--- src/rtl/instr_fetch_stage_if.sv ---
// Fetch-stage bus bundle: instruction-memory request/response, redirect
// from execute, and the held-instruction handoff to decode.
interface instr_fetch_stage_if #(
  parameter int unsigned XLEN = 32
) ();
  localparam int unsigned ILEN = 32;

  logic            imem_req;
  logic [XLEN-1:0] imem_addr;
  logic            imem_rvalid;
  logic [ILEN-1:0] imem_rdata;
  logic            pc_redirect;
  logic [XLEN-1:0] pc_target;
  logic            decode_ready;
  logic            instr_valid;
  logic [ILEN-1:0] instr;
  logic [XLEN-1:0] pc_out;
  logic [XLEN-1:0] pcplus4_out;

  // Fetch stage side
  modport master (
    output imem_req, imem_addr, instr_valid, instr, pc_out, pcplus4_out,
    input  imem_rvalid, imem_rdata, pc_redirect, pc_target, decode_ready
  );

  // Memory / decode / execute side
  modport slave (
    input  imem_req, imem_addr, instr_valid, instr, pc_out, pcplus4_out,
    output imem_rvalid, imem_rdata, pc_redirect, pc_target, decode_ready
  );
endinterface

--- src/rtl/instr_fetch_stage.sv ---
// Instruction fetch stage: owns the PC, keeps one imem request in flight and
// holds the fetched instruction for decode; redirects flush and drop responses.
module instr_fetch_stage #(
  parameter int unsigned      XLEN      = 32,
  parameter logic [XLEN-1:0]  RESET_PC  = '0,
  parameter logic [31:0]      NOP_INSTR = 32'h0000_0013
) (
  input  logic                 clk,
  input  logic                 reset,
  instr_fetch_stage_if.master  bus
);
  localparam int unsigned ILEN = 32;

  typedef enum logic [1:0] {
    S_FETCH = 2'd0,
    S_WAIT  = 2'd1,
    S_HOLD  = 2'd2,
    S_DROP  = 2'd3
  } state_e;

  state_e          state_q, state_d;
  logic [XLEN-1:0] pc_q, pc_d;
  logic [ILEN-1:0] instr_q, instr_d;
  logic [XLEN-1:0] pc_out_q, pc_out_d;
  logic [XLEN-1:0] pcplus4_q, pcplus4_d;
  logic            valid_q, valid_d;
  logic            req_c;
  logic [XLEN-1:0] target_c;

  // Redirect target is always word aligned
  assign target_c = bus.pc_target & ~XLEN'(3);

  // State register and held-instruction registers
  always_ff @(posedge clk or posedge reset) begin
    if (reset) begin
      state_q   <= S_FETCH;
      pc_q      <= RESET_PC;
      instr_q   <= NOP_INSTR;
      pc_out_q  <= '0;
      pcplus4_q <= '0;
      valid_q   <= 1'b0;
    end else begin
      state_q   <= state_d;
      pc_q      <= pc_d;
      instr_q   <= instr_d;
      pc_out_q  <= pc_out_d;
      pcplus4_q <= pcplus4_d;
      valid_q   <= valid_d;
    end
  end

  // Next-state and request logic; redirect wins over rvalid and decode_ready
  always_comb begin
    state_d   = state_q;
    pc_d      = pc_q;
    instr_d   = instr_q;
    pc_out_d  = pc_out_q;
    pcplus4_d = pcplus4_q;
    valid_d   = valid_q;
    req_c     = 1'b0;

    unique case (state_q)
      S_FETCH: begin
        if (bus.pc_redirect) begin
          pc_d = target_c;
        end else begin
          req_c   = 1'b1;
          state_d = S_WAIT;
        end
      end
      S_WAIT: begin
        if (bus.pc_redirect) begin
          pc_d    = target_c;
          state_d = bus.imem_rvalid ? S_FETCH : S_DROP;
        end else if (bus.imem_rvalid) begin
          instr_d   = bus.imem_rdata;
          pc_out_d  = pc_q;
          pcplus4_d = pc_q + XLEN'(4);
          valid_d   = 1'b1;
          pc_d      = pc_q + XLEN'(4);
          state_d   = S_HOLD;
        end
      end
      S_HOLD: begin
        if (bus.pc_redirect) begin
          valid_d = 1'b0;
          instr_d = NOP_INSTR;
          pc_d    = target_c;
          state_d = S_FETCH;
        end else if (bus.decode_ready) begin
          req_c   = 1'b1;
          valid_d = 1'b0;
          instr_d = NOP_INSTR;
          state_d = S_WAIT;
        end
      end
      S_DROP: begin
        if (bus.pc_redirect) pc_d = target_c;
        if (bus.imem_rvalid) state_d = S_FETCH;
      end
      default: state_d = S_FETCH;
    endcase
  end

  // Request is suppressed while reset is held so nothing escapes before release
  assign bus.imem_req    = req_c & ~reset;
  assign bus.imem_addr   = pc_q;
  assign bus.instr_valid = valid_q;
  assign bus.instr       = instr_q;
  assign bus.pc_out      = pc_out_q;
  assign bus.pcplus4_out = pcplus4_q;
endmodule

--- src/flat_wrapper.sv ---
// flat-port wrapper written by rule: the top's interface ports become plain ports
module instr_fetch_stage_flat 
#(
  parameter int unsigned      XLEN      = 32,
  parameter logic [XLEN-1:0]  RESET_PC  = '0,
  parameter logic [31:0]      NOP_INSTR = 32'h0000_0013
)
  (clk, reset, bus_imem_req, bus_imem_addr, bus_instr_valid, bus_instr, bus_pc_out, bus_pcplus4_out, bus_imem_rvalid, bus_imem_rdata, bus_pc_redirect, bus_pc_target, bus_decode_ready);
  instr_fetch_stage_if #(.XLEN(XLEN)) bus_i ();
  input  logic clk;
  input  logic reset;
  output wire logic [$bits(bus_i.imem_req)-1:0] bus_imem_req;
  output wire logic [$bits(bus_i.imem_addr)-1:0] bus_imem_addr;
  output wire logic [$bits(bus_i.instr_valid)-1:0] bus_instr_valid;
  output wire logic [$bits(bus_i.instr)-1:0] bus_instr;
  output wire logic [$bits(bus_i.pc_out)-1:0] bus_pc_out;
  output wire logic [$bits(bus_i.pcplus4_out)-1:0] bus_pcplus4_out;
  input wire logic [$bits(bus_i.imem_rvalid)-1:0] bus_imem_rvalid;
  input wire logic [$bits(bus_i.imem_rdata)-1:0] bus_imem_rdata;
  input wire logic [$bits(bus_i.pc_redirect)-1:0] bus_pc_redirect;
  input wire logic [$bits(bus_i.pc_target)-1:0] bus_pc_target;
  input wire logic [$bits(bus_i.decode_ready)-1:0] bus_decode_ready;
  assign bus_imem_req = bus_i.imem_req;
  assign bus_imem_addr = bus_i.imem_addr;
  assign bus_instr_valid = bus_i.instr_valid;
  assign bus_instr = bus_i.instr;
  assign bus_pc_out = bus_i.pc_out;
  assign bus_pcplus4_out = bus_i.pcplus4_out;
  assign bus_i.imem_rvalid = bus_imem_rvalid;
  assign bus_i.imem_rdata = bus_imem_rdata;
  assign bus_i.pc_redirect = bus_pc_redirect;
  assign bus_i.pc_target = bus_pc_target;
  assign bus_i.decode_ready = bus_decode_ready;
  instr_fetch_stage #(.XLEN(XLEN), .RESET_PC(RESET_PC), .NOP_INSTR(NOP_INSTR)) u_core (.clk(clk), .reset(reset), .bus(bus_i));
endmodule
--- config.mk ---
export PLATFORM = sky130hd
export DESIGN_NAME = instr_fetch_stage_flat
export DESIGN_NICKNAME = d
export VERILOG_FILES = /design/src/rtl/instr_fetch_stage_if.sv /design/src/rtl/instr_fetch_stage.sv /design/src/flat_wrapper.sv
export SDC_FILE = /design/constraint.sdc
export NUM_CORES = 1
export LEC_CHECK = 0
export CAP_MARGIN = 20
export CORE_MARGIN = 2
export CORE_UTILIZATION = 41
export CTS_CLUSTER_SIZE = 12
export DETAILED_ROUTE_END_ITERATION = 8
export PLACE_DENSITY_LB_ADDON = 0.1
export SYNTH_ARGS = -nofsm -noshare
export SYNTH_HDL_FRONTEND = slang
export SYNTH_SLANG_ARGS = --single-unit
--- constraint.sdc ---
create_clock -name clk -period 4.5 [get_ports clk]
set_clock_uncertainty 0.1 [all_clocks]
set_input_delay 0.9 -clock clk [delete_from_list [all_inputs] [get_ports clk]]
set_output_delay 0.9 -clock clk [all_outputs]
set_load 0.02 [all_outputs]
==> reports/qor.yml, run 1 <==
crit_chain: "clkdlybuf4s50_1 > o21ai_0 > nor2_1 > clkdlybuf4s50_1"
htree_levels: 4
synth_top_family_by_area: "simple AND/OR/NAND/NOR gates"
layout-drive-gt1-share_pct: 7.56
cts_num_sinks: 125
grt_pass1_wl_mm: 23.7
die_w_um: 122
synth_warnings: 0
area_delta_synth_final_pct: 44.6
hold_violations: 0
p_leak_nw: 3.66
first_pass_iters: 5
maxSlewViolCount: 0
cts_tree: "yes"
num_rows: 43
fin_setup_tns_ps: 0
startpoint_type: "input pin"
avgSynthCellArea_um2: 9.75
period_share_pct: 73.5
grt_pass1_vias: 4556
io_buffers: 190
ios: 199
n_antenna_cell: 0
p_per_area_nw_per_um2: 598
period_minus_slack_ps: 3310
grt_max_degree: 96
maxCapViolations: 0
clockRootBuffer: "clkbuf_16"
drt-vias-per-instance: 4.93
irDropWorstVdd_mv: 0.382
max_slew_margin_pct: 32.0
path_common_cell: "clkdlybuf4s50_1"
synth.distinct_cells: 43
dr.first_iter.drc_count: 266
path_class: "input pin to primary output"
synth_most_common_cell: "nand2_1"
synth_compound_area_share_pct: 10.7
synth_seq_cells: 125
overflow: 0
outcome: "finished, final reports clean"
finalNonFillerCells: 947
cts.clk_slew.worst_paths_ps: 60
syn-cell-area_um2: 5700
fill_cells: 1211
clock_latency_ps: 420
synth_top_flop_cell: "dfrtp_1"
synth.area.mux_share_pct: 0.175
arrival_ps: 2310
rsz0062_at_grt: "false"
cp_top_family: "buffers and inverters"
drt_wl_total_mm: 15.0
dp_cells: 915
initial_core_util_pct: 41.6
syn_inst: 585
coreArea_um2: 13700
worst_hold_path_type: "flip-flop to flip-flop"
async_flop_share_pct: 100
fin_nets: 824
synth_fa_ha_area_share_pct: 0.219
cp_slowest_cell: "clkdlybuf4s50_1"
ctsResizeCount: 0
cp.required_ps: 3500
antenna_found_initial: 0
cts_setup_buffers: 0
cts_buffer_depth: 2
wire_per_inst_um: 15.9
worstMarginPinSlew_ps: 1010
yosys-top-cells-area: "dfrtp_1 (54%), nand2_1 (11%), xor2_1 (6.1%)"
post-dp-hpwl_mm: 10.3
setup_viol: 0
critPathMaxStageDelay_ps: 550
vias: 4673
synthTopCellsByCount: "nand2_1 (174), dfrtp_1 (122), xor2_1 (40)"
fmax_ghz: 0.302
fp.dieH_um: 122
synth_xor_area_share_pct: 8.29
endpoint_kind: "primary output"
die-area_um2: 14900
ys_seq_area_share_pct: 54.9
drc: 0
track_usage_pct: 20.7
cts_hold_buffers: 0
synth_top_area_share_pct: 53.5
synth_largest_area_cell: "dfrtp_1"
path_max_fanout: 3
numCtsBuffers: 17
place_congestion: 0.757
synth_edf_count: 0
final_util_pct: 60.1
synthSimpleGateAreaFrac_pct: 20.4
path_buf_inv: 2
ant_nets: 0
-- flip-flops by register name, indices dropped and copies added (netlist names) --
| signal | cells |
|---|---|
| u_core.bus.imem_addr | 30 |
| u_core.bus.instr | 32 |
| u_core.bus.instr_valid | 1 |
| u_core.bus.pc_out | 30 |
| u_core.bus.pcplus4_out | 30 |
| u_core.state_q | 2 |
-- cells by family (layout without fill, tap and decap cells) --
group | after synthesis | count (layout)
flops | 125 | 125
mux | 1 | 1
other cells | 1 | 6
xor+xnor | 54 | 54
fa+ha+maj | 1 | 1
simple gates | 248 | 248
compound gates | 97 | 97
buf+inv | 58 | 235
-- power breakdown --
part	internal, mW	switching (mW)	total [mW]
logic	0.871	0.918	1.79
clock network	0.893	0.497	1.39
registers	1.50	0.256	1.76
-- worst register-to-register path: cells and delay by family, from the launching register on --
family | cells | cell delay [ps]
and+or+nand+nor | 3 | 1320
DFF | 1 | 450
AOI/OAI and AO/OA | 2 | 400
adders and majority gates | 1 | 320
-- worst paths after layout --
check,start,to,slack [ps],depth (start not counted)
setup / recovery,bus_decode_ready,bus_imem_req,1190,4
hold / removal,u_core.bus.instr[0]$_DFFE_PP1P_,u_core.bus.instr[0]$_DFFE_PP1P_,370,2
setup reg to reg,u_core.bus.imem_addr[2]$_DFFE_PP0P_,u_core.bus.imem_addr[24]$_DFFE_PP0P_,1860,6
hold reg to reg,u_core.bus.instr[0]$_DFFE_PP1P_,u_core.bus.instr[0]$_DFFE_PP1P_,370,2
max in group asynchronous,reset,u_core.bus.pcplus4_out[17]$_DFFE_PP0P_,2590,3
min in group asynchronous,reset,u_core.bus.pcplus4_out[20]$_DFFE_PP0P_,920,2
-- per-layer routing --
layer / up-vias / wire, um / global-route usage [%]
li1: 2260 / - / -
met1: 2270 / 6610 / 27.9
met2: 128 / 7440 / 32.8
met3: 15 / 759 / 5.10
met4: 0 / 216 / 7.47
met5: - / 0 / 0
-- placed cells by master (no fill, tap or decap), types with 2 or more instances in the layout --
cell,netlist,layout
a21oi_1,4,4
dfrtp_1,122,122
nand4_1,11,11
clkdlybuf4s50_1,0,189
conb_1,1,6
and3_1,7,7
clkinv_2,0,5
nor3_2,2,2
nand2_1,174,173
o21ai_1,30,30
nand3_1,17,17
xnor2_1,14,14
dfstp_2,3,3
inv_1,6,5
xor2_1,40,40
nand4_2,3,3
clkinvlp_4,0,4
buf_4,12,6
nor3_1,4,4
nor2_1,16,16
a22o_1,29,29
clkbuf_16,0,17
nor4_4,3,3
o21ai_0,28,28
clkbuf_8,0,2
bufinv_16,0,3
-- through the flow --
step           setup slack, ps  hold WS, ps  cell area [um2]  power [mW]
2_1_floorplan              177          392             5720        2.63
3_3_place_gp              1200          349             7630        3.54
3_5_place_dp              1130          362             7650        3.58
4_1_cts                   1210          374             8250        4.99
5_1_grt                   1150          385             8250        5.19
6_report                  1190          368             8250        4.94
-- layout make-up --
| type | count | area, um2 | area share (%) |
|---|---|---|---|
| Timing Repair Buffer | 197 | 1960 | 23.7 |
| Clock buffer | 20 | 457 | 5.54 |
| Clock inverter | 12 | 145 | 1.76 |
| Tap cell | 180 | 225 | 2.73 |
| Sequential cell | 125 | 3130 | 38.0 |
| Inverter | 6 | 27.5 | 0.334 |
| Multi-Input combinational cell | 407 | 2300 | 27.9 |
Power figures use the tool's default switching activity.
==> inputs of run 2 (changes only) <==
- clock period: 4.5 -> 2.8 ns (I/O delays scaled with it)
==> run 2 against run 1 <==
Against the previous run: clock power up 42%; largest power group unchanged; combinational power increased by 61%; critical path type is now flip-flop to primary output; via count rose by 1.3%; worst hold slack worse by 5.4 ps; count of clock-buffer cells in the layout grew 8; final area up 0.47%; flip-flop and latch count unchanged; wire length increased by 1.9%; sequential power rose by 61%; setup slack got worse by 970 ps; global-route usage up 0.33 points; core utilization grew 0.28 points.
==> reports/qor.yml, run 2 (synthesis results as in run 1) <==
worstMarginPinSlew_ps: 740  # was 1010 ps
fp.dieH_um: 122  # unchanged
dr.first_iter.drc_count: 265  # was 266
cts_num_sinks: 125  # unchanged
path_max_fanout: 9  # was 3
period_minus_slack_ps: 2580
grt_pass1_vias: 4645  # was 4,556
grt_max_degree: 62  # was 96
p_leak_nw: 3.69  # was 3.66 nW
cts_setup_buffers: 0  # unchanged
ant_nets: 0  # unchanged
period_share_pct: 92.2
cts_hold_buffers: 0  # unchanged
p_per_area_nw_per_um2: 929  # was 598 nW/um2
ctsResizeCount: 0  # unchanged
arrival_ps: 1920  # was 2310 ps
drt-vias-per-instance: 4.94  # was 4.93
layout-drive-gt1-share_pct: 7.83  # was 7.56%
numCtsBuffers: 17  # unchanged
cp.required_ps: 2140  # was 3500 ps
ios: 199  # unchanged
drc: 0  # unchanged
coreArea_um2: 13700  # unchanged
place_congestion: 0.771  # was 0.757
dp_cells: 927  # was 915
post-dp-hpwl_mm: 10.9  # was 10.3 mm
final_common_cell: "clkdlybuf4s50_1"  # unchanged
cts.clk_slew.worst_paths_ps: 50  # was 60 ps
irDropWorstVdd_mv: 0.385  # was 0.382 mV
maxSlewViolCount: 0  # unchanged
outcome: "finished, final reports clean"  # unchanged
io_buffers: 190  # unchanged
cts_tree: "yes"  # unchanged
grt_pass1_wl_mm: 24.1  # was 23.7 mm
fin_setup_tns_ps: 0  # unchanged
track_usage_pct: 21.1  # was 20.7%
path_class: "flip-flop to primary output"  # was input pin to primary output
maxCapViolations: 0  # unchanged
endpoint_kind: "primary output"  # unchanged
fin_area_um2: 8290  # was 8250 um2
hold_violations: 0  # unchanged
setup_viol: 0  # unchanged
drt_wl_total_mm: 15.3  # was 15.0 mm
final_cell_mix: "clkdlybuf4s50_1 (189), nand2_1 (173), dfrtp_1 (122), xor2_1 (40), o21ai_1 (30)"  # unchanged
cts_buffer_depth: 2  # unchanged
finalNonFillerCells: 959  # was 947
num_rows: 43  # unchanged
max_slew_margin_pct: 50.5  # was 32.0%
startpoint_type: "flip-flop"  # was input pin
clockRootBuffer: "clkbuf_16"  # unchanged
n_antenna_cell: 0  # unchanged
area_delta_synth_final_pct: 45.3  # was 44.6%
die_w_um: 122  # unchanged
antenna_found_initial: 0  # unchanged
first_pass_iters: 4  # was 5
largest_reg_flops: 32  # unchanged
clock_latency_ps: 420  # about the same
rsz0062_at_grt: "false"  # unchanged
worst_hold_path_type: "flip-flop to flip-flop"  # unchanged
die-area_um2: 14900  # unchanged
initial_core_util_pct: 41.6  # unchanged
postPlaceCellArea_um2: 7760  # was 7650 um2
overflow: 0  # unchanged
htree_levels: 4  # unchanged
wire_per_inst_um: 16.0  # was 15.9 um
fin_nets: 836  # was 824
vias: 4734  # was 4,673
fmax_ghz: 0.387
==> run 2: changes by cell type in the layout (fill, tap and decap cells not counted), sizes merged <==
cell / previous run / this run
buf: 8 / 20
clkinvlp: 4 / 1
bufinv: 3 / 1
clkinv: 5 / 3
clkbuf: 20 / 28
inv: 6 / 5
==> run 2: final cells by class <==
cell class                      count  area (um2)
Fill cell                        1220        5430
Sequential cell                   125        3130
Multi-Input combinational cell    407        2300
Timing Repair Buffer              209        2080
Clock buffer                       28         477
Tap cell                          180         225
Clock inverter                      4        45.0
Inverter                            6        26.3
==> run 2: path summary, 6_finish.rpt <==
path / startpoint / endpoint / slack, ps / depth (start not counted)
min in group asynchronous: reset / u_core.bus.pc_out[4]$_DFFE_PP0P_ / 580 / 2
hold / removal: u_core.bus.instr[0]$_DFFE_PP1P_ / u_core.bus.instr[0]$_DFFE_PP1P_ / 360 / 2
setup reg to reg: u_core.bus.imem_addr[2]$_DFFE_PP0P_ / u_core.bus.imem_addr[24]$_DFFE_PP0P_ / 550 / 7
hold reg to reg: u_core.bus.instr[0]$_DFFE_PP1P_ / u_core.bus.instr[0]$_DFFE_PP1P_ / 360 / 2
max in group asynchronous: reset / u_core.bus.instr[4]$_DFFE_PP1P_ / 1370 / 3
setup / recovery: u_core.state_q[0]$_DFFE_PP0P_ / bus_imem_req / 220 / 4
==> run 2: layer usage <==
layer	part of all wire [%]	track usage (%)	vias up
met5	0	0	-
met3	4.9	4.96	14
met2	49	34.1	140
met4	1.1	6.68	0
met1	45	28.1	2288
li1	-	-	2292
==> run 2: power by group <==
part	switching [mW]	total, mW	internal, mW
clock network	0.741	1.98	1.24
logic	1.48	2.89	1.41
registers	0.417	2.83	2.41
==> run 2: worst max-delay path, stage by stage (launching register included) <==
cell	delay (ps)
dfrtp_1	500
nor2_1	140
o21ai_0	140
nor2_1	110
clkdlybuf4s50_1	610
==> run 2: through the flow <==
step	hold WS [ps]	utilization [%]	setup WS, ps	power, mW
floorplan	392	-	603	4.23
global placement	349	56.6	136	5.70
detailed placement	359	56.6	92.9	5.77
CTS	367	60.4	208	7.79
global route	391	60.4	118	8.12
finish	362	60.4	219	7.70
==> inputs of run 3 (changes only) <==
- CORE_UTILIZATION: 41 -> 46
- clock period: 2.8 -> 2.5 ns (I/O delays scaled with it)
==> run 3 against run 2 <==
Against the previous run: wire length down 2.1%; cell count is 1.3% lower; count of clock-buffer cells in the layout is 5 lower; setup slack better by 39 ps; combinational power grew 13%; die area down 11%; sequential power rose by 11%; via count rose by 1.1%; worst hold slack got worse by 6.6 ps; global-route usage grew 2.1 points; final area increased by 0.68%.
==> reports/qor.yml, run 3 (synthesis results as in run 1) <==
layout-drive-gt1-share_pct: 8.47  # was 7.83%
critPathMaxStageDelay_ps: 680  # was 610 ps
worst_hold_path_type: "flip-flop to flip-flop"  # unchanged
place_congestion: 0.786  # was 0.771
fin_ws_ps: 258  # was 219 ps
setup_viol: 0  # unchanged
numCtsBuffers: 17  # unchanged
grt_pass1_vias: 4658  # was 4,645
area_delta_synth_final_pct: 46.3  # was 45.3%
num_rows: 40  # was 43
cp.required_ps: 1900  # was 2140 ps
irDropWorstVdd_mv: 0.591  # was 0.385 mV
pre_cts_slack_ps: -152  # was 92.9 ps
fp.dieH_um: 115  # was 122 um
maxSlewViolCount: 0  # unchanged
endpoint_kind: "primary output"  # unchanged
grt.busiest_layer: "met2"  # unchanged
met1_usage_pct: 30.6  # was 28.1%
max_slew_margin_pct: 60.8  # was 50.5%
largest_reg_flops: 32  # unchanged
postPlaceCellArea_um2: 7760  # about the same
p_per_area_nw_per_um2: 1060  # was 929 nW/um2
initial_core_util_pct: 47.3  # was 41.6%
wire_per_inst_um: 15.8  # was 16.0 um
drt-vias-per-instance: 5.05  # was 4.94
dp_cells: 915  # was 927
grt_pass1_wl_mm: 23.6  # was 24.1 mm
fmax_ghz: 0.446
ant_nets: 0  # unchanged
io_buffers: 190  # unchanged
period_share_pct: 89.7
htree_levels: 4  # unchanged
worstMarginPinSlew_ps: 588  # was 740 ps
cts_setup_buffers: 0  # unchanged
clock_latency_ps: 420  # about the same
final_common_cell: "clkdlybuf4s50_1"  # unchanged
path_class: "flip-flop to primary output"  # unchanged
die-area_um2: 13300  # was 14,900 um2
period_minus_slack_ps: 2240
hold_violations: 0  # unchanged
final_cell_mix: "clkdlybuf4s50_1 (188), nand2_1 (173), dfrtp_1 (122), xor2_1 (40), o21ai_1 (30)"  # was clkdlybuf4s50_1 (189), nand2_1 (173), dfrtp_1 (122), xor2_1 (40), o21ai_1 (30)
grtUsageMet3_pct: 5.96  # was 4.96%
crit_chain: "clkdlybuf4s50_1"  # was nor2_1 > o21ai_0 > nor2_1 > clkdlybuf4s50_1
fin_nets: 836  # unchanged
drc: 0  # unchanged
final_util_pct: 69.2  # was 60.4%
post-dp-hpwl_mm: 10.3  # was 10.9 mm
power.total_mw: 8.85  # was 7.70 mW
coreArea_um2: 12100  # was 13,700 um2
grt_max_degree: 62  # unchanged
finalNonFillerCells: 947  # was 959
cp_slowest_cell: "clkdlybuf4s50_1"  # unchanged
p_leak_nw: 3.74  # was 3.69 nW
cts_tree: "yes"  # unchanged
overflow: 0  # unchanged
startpoint_type: "flip-flop"  # unchanged
path_max_fanout: 9  # unchanged
track_usage_pct: 23.2  # was 21.1%
ios: 199  # unchanged
fin_area_um2: 8340  # was 8290 um2
rsz0062_at_grt: "false"  # unchanged
cp_top_family: "buffers and inverters"  # unchanged
path_buf_inv: 1  # unchanged
drt_wl_total_mm: 15.0  # was 15.3 mm
clockRootBuffer: "clkbuf_16"  # unchanged
cts_buffer_depth: 2  # unchanged
die_w_um: 115  # was 122 um
first_pass_iters: 4  # unchanged
cts_num_sinks: 125  # unchanged
arrival_ps: 1640  # was 1920 ps
use_met2_pct: 36.7  # was 34.1%
antenna_found_initial: 0  # unchanged
outcome: "finished, final reports clean"  # unchanged
maxCapViolations: 0  # unchanged
cts.clk_slew.worst_paths_ps: 50  # about the same
vias: 4786  # was 4,734
n_antenna_cell: 0  # unchanged
dr.first_iter.drc_count: 301  # was 265
-- run 3: changes by cell type in the layout (fill, tap and decap cells not counted) --
cell             before  now
bufinv_16             1    3
clkbuf_1             10    5
clkdlybuf4s50_1     189  188
dlymetal6s2s_1        0    1
buf_4                16   15
clkinv_2              3    6
buf_12                3    4
-- run 3: per-stage QoR --
| step | hold WS (ps) | TNS [ps] |
|---|---|---|
| floorplan | 392 | 0 |
| global placement | 350 | -1130 |
| detailed placement | 349 | -4740 |
| CTS | 357 | 0 |
| global route | 382 | 0 |
| finish | 356 | 0 |
-- run 3: tightest hold or removal path, stage by stage, from the launching register on --
cell,delay [ps]
dfstp_2,360
inv_1,40
a21oi_1,50
-- run 3: path summary, 6_finish.rpt --
| path | slack [ps] | start | to | cells past startpoint |
|---|---|---|---|---|
| max | 260 | u_core.bus.imem_addr[10]$_DFFE_PP0P_ | bus_imem_addr[10] | 1 |
| max reg2reg | 410 | u_core.bus.imem_addr[4]$_DFFE_PP0P_ | u_core.bus.imem_addr[31]$_DFFE_PP0P_ | 6 |
| min reg2reg | 360 | u_core.bus.instr[1]$_DFFE_PP1P_ | u_core.bus.instr[1]$_DFFE_PP1P_ | 2 |
| max in group asynchronous | 1200 | reset | u_core.bus.instr[22]$_DFFE_PP0P_ | 3 |
| min in group asynchronous | 390 | reset | u_core.bus.pcplus4_out[20]$_DFFE_PP0P_ | 2 |
| min | 360 | u_core.bus.instr[1]$_DFFE_PP1P_ | u_core.bus.instr[1]$_DFFE_PP1P_ | 2 |
-- run 3: what timing repair did --
item / CTS / global route
gates resized for setup: 0 / 1
hold buffers: 0 / 0
setup endpoints to repair: 0 / 1
hold endpoints to repair: 0 / 0
-- run 3: layout make-up --
type / instances / area (um2)
Fill cell: 925 / 3720
Timing Repair Buffer: 209 / 2090
Inverter: 6 / 26.3
Sequential cell: 125 / 3130
Multi-Input combinational cell: 407 / 2300
Tap cell: 168 / 210
Clock inverter: 9 / 120
Clock buffer: 23 / 458
-- run 3: report_power, final --
part	switching (mW)	internal (mW)
sequential	0.440	2.70
clock	0.853	1.58
combinational	1.68	1.59
-- run 3: metal layers --
| layer | share of wire, % | up-vias |
|---|---|---|
| li1 | - | 2294 |
| met3 | 6.1 | 17 |
| met4 | 1.7 | 0 |
| met1 | 43 | 2317 |
| met2 | 50 | 158 |
| met5 | 0 | - |
